--- config.mk ---
export PLATFORM = sky130hd
export DESIGN_NAME = change_dispenser
export DESIGN_NICKNAME = d
export VERILOG_FILES = /design/src/rtl/vending_pkg.sv /design/src/rtl/coin_tube.sv /design/src/rtl/change_dispenser.sv
export SDC_FILE = /design/constraint.sdc
export NUM_CORES = 1
export LEC_CHECK = 0
export CORE_MARGIN = 2
export CORE_UTILIZATION = 50
export CTS_CLUSTER_SIZE = 25
export DETAILED_ROUTE_END_ITERATION = 12
export GPL_TIMING_DRIVEN = 0
export PLACE_DENSITY = 0.77
export SLEW_MARGIN = 20
export SYNTH_ARGS = -nofsm -noshare
export SYNTH_HDL_FRONTEND = slang
export SYNTH_SLANG_ARGS = --single-unit
--- constraint.sdc ---
create_clock -name CLK -period 2.32 [get_ports CLK]
set_input_delay 0.696 -clock CLK [delete_from_list [all_inputs] [get_ports CLK]]
set_output_delay 0.696 -clock CLK [all_outputs]
set_load 0.005 [all_outputs]
--- src/rtl/vending_pkg.sv ---
// Shared definitions for the vending machine slice: coin codes, coin values,
// the change-dispenser state encoding and a code-to-value helper.
package vending_pkg;

    typedef enum logic [1:0] {
        ten    = 2'b00,
        twenty = 2'b01,
        fifty  = 2'b10
    } coin_t;

    localparam logic [7:0] TEN_VALUE    = 8'd10;
    localparam logic [7:0] TWENTY_VALUE = 8'd20;
    localparam logic [7:0] FIFTY_VALUE  = 8'd50;

    typedef enum logic [1:0] {
        IDLE   = 2'b00,
        SELECT = 2'b01,
        EJECT  = 2'b10,
        DONE   = 2'b11
    } state_t;

    // Monetary value of a coin code; the unused code is worth nothing.
    function automatic logic [7:0] coin_value(input logic [1:0] code);
        case (code)
            ten:     return TEN_VALUE;
            twenty:  return TWENTY_VALUE;
            fifty:   return FIFTY_VALUE;
            default: return 8'd0;
        endcase
    endfunction

endpackage

--- src/rtl/coin_tube.sv ---
// One coin tube: a counter that saturates at the top and never underflows.
// A load and an eject of the same tube in one cycle cancel each other.
module coin_tube
    import vending_pkg::*;
#(
    parameter int COUNT_W    = 6,
    parameter int INIT_COUNT = 4
) (
    input  logic               CLK,
    input  logic               RESET_N,
    input  logic               inc,
    input  logic               dec,
    output logic [COUNT_W-1:0] count
);

    localparam logic [COUNT_W-1:0] MAX_COUNT  = '1;
    localparam logic [COUNT_W-1:0] RESET_CNT  = COUNT_W'(INIT_COUNT);

    // Tube count: reload on reset, otherwise step up or down within bounds.
    always_ff @(posedge CLK) begin
        if (!RESET_N) begin
            count <= RESET_CNT;
        end else if (inc && !dec) begin
            if (count != MAX_COUNT) begin
                count <= count + COUNT_W'(1);
            end
        end else if (dec && !inc) begin
            if (count != '0) begin
                count <= count - COUNT_W'(1);
            end
        end
    end

endmodule

--- src/rtl/change_dispenser.sv ---
// Change-return controller: pays a requested amount greedily in 50/20/10
// coins through a valid/ack ejector handshake, keeps the tube inventory,
// and reports any unpaid remainder or an ejector timeout when it finishes.
module change_dispenser
    import vending_pkg::*;
#(
    parameter int COUNT_W     = 6,
    parameter int INIT_COUNT  = 4,
    parameter int ACK_TIMEOUT = 255
) (
    input  logic               CLK,
    input  logic               RESET_N,
    input  logic               Change_given,
    input  logic [7:0]         Change_out,
    input  logic               load,
    input  logic [1:0]         load_coin,
    output logic               eject_valid,
    output logic [1:0]         eject_coin,
    input  logic               eject_ack,
    output logic               busy,
    output logic               done,
    output logic               short,
    output logic [7:0]         shortfall,
    output logic               ack_fault,
    output logic [COUNT_W-1:0] cnt10,
    output logic [COUNT_W-1:0] cnt20,
    output logic [COUNT_W-1:0] cnt50
);

    // The wait counter only has to reach ACK_TIMEOUT-1.
    localparam int              TO_W     = (ACK_TIMEOUT > 1) ? $clog2(ACK_TIMEOUT) : 1;
    localparam logic [TO_W-1:0] TO_LAST  = TO_W'(ACK_TIMEOUT - 1);

    state_t          state;
    logic [7:0]      remaining;
    logic            fault;
    logic [TO_W-1:0] wait_cnt;

    logic            pick_valid;
    logic [1:0]      pick_coin;
    logic            ack_take;
    logic            inc10, inc20, inc50;
    logic            dec10, dec20, dec50;

    assign ack_take = (state == EJECT) && eject_valid && eject_ack;

    assign inc10 = load && (load_coin == ten);
    assign inc20 = load && (load_coin == twenty);
    assign inc50 = load && (load_coin == fifty);

    assign dec10 = ack_take && (eject_coin == ten);
    assign dec20 = ack_take && (eject_coin == twenty);
    assign dec50 = ack_take && (eject_coin == fifty);

    coin_tube #(.COUNT_W(COUNT_W), .INIT_COUNT(INIT_COUNT)) u_tube10 (
        .CLK     (CLK),
        .RESET_N (RESET_N),
        .inc     (inc10),
        .dec     (dec10),
        .count   (cnt10)
    );

    coin_tube #(.COUNT_W(COUNT_W), .INIT_COUNT(INIT_COUNT)) u_tube20 (
        .CLK     (CLK),
        .RESET_N (RESET_N),
        .inc     (inc20),
        .dec     (dec20),
        .count   (cnt20)
    );

    coin_tube #(.COUNT_W(COUNT_W), .INIT_COUNT(INIT_COUNT)) u_tube50 (
        .CLK     (CLK),
        .RESET_N (RESET_N),
        .inc     (inc50),
        .dec     (dec50),
        .count   (cnt50)
    );

    // Greedy coin choice: largest denomination that fits and is in stock.
    always_comb begin
        pick_valid = 1'b1;
        pick_coin  = ten;
        if ((remaining >= FIFTY_VALUE) && (cnt50 != '0)) begin
            pick_coin = fifty;
        end else if ((remaining >= TWENTY_VALUE) && (cnt20 != '0)) begin
            pick_coin = twenty;
        end else if ((remaining >= TEN_VALUE) && (cnt10 != '0)) begin
            pick_coin = ten;
        end else begin
            pick_valid = 1'b0;
        end
    end

    // Request sequencing with all handshake and status outputs registered.
    always_ff @(posedge CLK) begin
        if (!RESET_N) begin
            state       <= IDLE;
            remaining   <= 8'd0;
            fault       <= 1'b0;
            wait_cnt    <= '0;
            eject_valid <= 1'b0;
            eject_coin  <= ten;
            busy        <= 1'b0;
            done        <= 1'b0;
            short       <= 1'b0;
            shortfall   <= 8'd0;
            ack_fault   <= 1'b0;
        end else begin
            done <= 1'b0;
            case (state)
                IDLE: begin
                    if (Change_given) begin
                        remaining <= Change_out;
                        fault     <= 1'b0;
                        busy      <= 1'b1;
                        state     <= SELECT;
                    end
                end
                SELECT: begin
                    if (pick_valid) begin
                        eject_coin  <= pick_coin;
                        eject_valid <= 1'b1;
                        wait_cnt    <= '0;
                        state       <= EJECT;
                    end else begin
                        done      <= 1'b1;
                        short     <= (remaining != 8'd0);
                        shortfall <= remaining;
                        ack_fault <= fault;
                        state     <= DONE;
                    end
                end
                EJECT: begin
                    if (eject_ack) begin
                        eject_valid <= 1'b0;
                        remaining   <= remaining - coin_value(eject_coin);
                        state       <= SELECT;
                    end else if (wait_cnt == TO_LAST) begin
                        eject_valid <= 1'b0;
                        fault       <= 1'b1;
                        done        <= 1'b1;
                        short       <= (remaining != 8'd0);
                        shortfall   <= remaining;
                        ack_fault   <= 1'b1;
                        state       <= DONE;
                    end else begin
                        wait_cnt <= wait_cnt + TO_W'(1);
                    end
                end
                DONE: begin
                    busy  <= 1'b0;
                    state <= IDLE;
                end
                default: begin
                    state <= IDLE;
                end
            endcase
        end
    end

endmodule
==> results.md <==
* Outcome: finished clean
* RSZ-0062 raised after global routing: no
* Worst Skew at between 0.01 and 0.015 ns
* Total power draw at 2.90 mW
* Chip height at roughly 85 um
* Clock power share at a little over a quarter
* DRT antenna net count at 0
* Register area at around 1000 sq um
* Final Core Density at approximately 65%
* Post-DP Area at 3880 sq um
* Layout overhead on the synthesized area at 26.3%
* Layout cell share with drive strength beyond 1 at between 10% and 20%
* Fill cells at between 500 and 600
* CTS buffer count at 5
* Final GP Congestion at slightly below 0.9
* Max-cap violation count at 0
* Post-Syn Nets at about 430
* TritonCTS clock tree: yes
* Gate power share at 35.8%
* Drt wl/cell at around 15 um
* Final Critical Period at 2.19 ns
* Post-Syn Instances at 385
* Hpwl dp at approximately 5900 um
* Core area at 6390 sq um
* IO Count at between 40 and 50
* Worst vdd ir at slightly above 0.4 mV
* Clock Latency Late Sink at ~0.32 ns
* Final #Nets at 495
* Rows at 29
* Worst setup margin at ~0.13 ns
* Placed Cells at roughly 510
* Slew Limit Fails at 0
* Setup-failing EPs final at 0
* #FFs+latches synth at between 50 and 60
* Fin cells at between 500 and 600
* Vias at between 3k and 4k
* Seq pwr share at between 30% and 40%
* Buffers added on ports at 47
* CP max FO at 11
* Part of the cycle the worst path needs at between 90% and 100%
* Largest net degree at the start of global routing at 18
* Initial core utilization at between 50% and 60%
* Tot GR Track Use at ~23%
* Initial antenna violation count at 0
* Multi-input logic area at between 2000 and 2500 sq um
* Post-synth top flop: dfxtp_1
* Vias in the first global route at 2855
* Syn Area/Cell at about 8.6 sq um
* Pint at 1.90 mW
* Hold_ws at about 0.46 ns
* Synth unique cells at 58
* Fmax at 456 MHz
* Die footprint at between 7000 and 8000 sq um
* CP Launch Type: input pin
* DRC viols at 0
* Die width at about 85 um
* DR pass1 iterations at 4
* Iteration-0 DRC Markers at 161
* Maximum root-to-sink buffer count at 2
* Clk Tree Root Cell: clkbuf_8
* DR vias/cell at between 5 and 6
* Worst Path Required at around 2.5 ns
* H-tree Lvls at 2
* Crit path DAT at around 2.4 ns
* Final wirelength at around 8000 um
* Min-Delay Path Class: reg -> reg
* Global-route wire length before repair at about 13000 um
* Place WS at -0.723 ns
* Seq/Total Area, Yosys at a little under a third
* Remaining Overflow, GRT at 0
* Power Dens Cells at 695 nW/um^2
* Crit path capture type: flip-flop
* Fraction of registers with async set/reset at 0%
* Normalized max-slew margin at 60.2%
* Crit Path Category: in -> reg
* Switching part of the total at approximately a third
* Switching power at ~1.0 mW
* Antenna cells at 0
* Yosys warnings at 0
* Clk sinks at between 50 and 60
* Reg clk slew, reported paths at ~0.10 ns
* EDFF count, synth at 0
* P_leak at about 1.6 nW
* Setup tns final at 0 ns
* Final Cell Area at approximately 4200 sq um
* Cell Area, Synth at 3300 sq um
* Slew at the pin with the worst max-slew slack at around 0.59 ns
* Fin. Hold Viols at 0
## cell type report
type / instances / share of cell area (%)
Clock buffer: 5 / 1.65
Inverter: 19 / 1.71
Tap cell: 77 / 2.31
Timing Repair Buffer: 57 / 12.8
Buffer: 13 / 1.98
Sequential cell: 52 / 25.1
Clock inverter: 3 / 1.65
Multi-Input combinational cell: 299 / 52.8
## worst max-delay path, cell delays in order
cell and delay, ns:
clkdlybuf4s50_1 0.53, nand2b_1 0.21, nand2_1 0.14, or2_2 0.41, a211o_1 0.30, o211a_1 0.12
## state kept, by name, indices dropped and copies added (netlist names), 2 cells and up
signal          count
state               2
u_tube20.count      6
shortfall           8
eject_coin          2
u_tube50.count      6
wait_cnt            8
u_tube10.count      6
remaining           8
## power groups by stage
stage	logic, mW	registers (mW)	clock network (mW)
final	1.04	1.10	0.761
after global routing	1.15	1.11	0.798
after CTS	1.02	1.09	0.770
after detailed placement	0.985	1.11	0
after global placement	0.964	1.11	0
after floorplan	0.708	1.08	0
## logic make-up after synthesis
group / Yosys count / synth area share, %
multiplexers: 15 / 4.58
AND/OR/NAND/NOR: 131 / 20.5
buffers and inverters: 34 / 4.89
AO/OA/AOI/OAI: 98 / 19.3
XOR/XNOR: 22 / 5.84
adder cells (fa/ha/maj): 33 / 13.4
flip-flops: 52 / 31.5
## path summary, 6_finish.rpt
kind,slack (ns),cells after the start,from,to
setup / recovery,0.13,6,Change_given,remaining[3]
hold / removal,0.46,2,short,short
setup reg to reg,0.14,11,eject_coin[0],u_tube10.count[5]
hold reg to reg,0.46,2,short,short
## metal layers
layer | wire (um) | up-vias | global-route usage, %
met5 | 0 | - | 0
met4 | 126 | 0 | 7.50
met3 | 379 | 12 | 2.92
met2 | 3880 | 67 | 36.9
met1 | 3640 | 1434 | 30.7
li1 | - | 1503 | -
## cell usage after synthesis (2+ instances only)
cell type	instances	area [sq um]
dfxtp_1	52	1040
nor2_1	38	143
nand2_1	32	120
ha_1	29	363
a21oi_1	28	140
o21ai_0	26	130
inv_1	19	71.3
nand3_1	16	80.1
mux2i_1	14	140
xnor2_1	13	114
nand4_1	10	62.6
clkbuf_1	9	33.8
xor2_1	9	78.8
a211oi_1	7	52.6
a21o_1	7	52.6
a31oi_1	5	31.3
and3_1	4	25.0
fa_1	4	80.1
nand2b_1	4	25.0
nor3_1	4	20.0
o31ai_1	4	30.0
a22oi_2	3	37.5
and4_1	3	26.3
buf_6	3	33.8
nor2b_1	3	18.8
or2_2	3	18.8
and2_1	2	12.5
o211a_1	2	20.0
o211ai_1	2	15.0
o21ai_1	2	10.0
## cells in the final DEF (no fill, tap or decap), drive strengths merged, types with 3 or more instances in the layout
master / netlist / final
a21oi: 28 / 28
clkdlybuf4s50: 0 / 43
nand3: 16 / 16
a31oi: 5 / 5
a211oi: 7 / 7
or2: 4 / 4
nor2b: 3 / 3
o21ai: 29 / 29
fa: 4 / 4
ha: 29 / 29
buf: 5 / 15
and4: 3 / 3
o31ai: 4 / 4
nor3: 4 / 4
inv: 19 / 20
a22oi: 3 / 3
clkbuf: 10 / 16
nand2b: 4 / 4
nand4: 11 / 11
xnor2: 13 / 13
xor2: 9 / 9
nor4: 3 / 3
nand2: 33 / 33
and3: 4 / 4
dfxtp: 52 / 52
nor2: 38 / 38
mux2i: 14 / 14
a21o: 7 / 7
## timing repair
item | in CTS | in global routing
endpoints found under the setup margin | 14 | 17
hold buffers | 0 | 0
cloned | 0 | 0
buffers inserted | 5 | 5
resized for setup | 21 | 18
pin swaps | 7 | 8
Note: power is estimated with default switching activity, not from simulation.
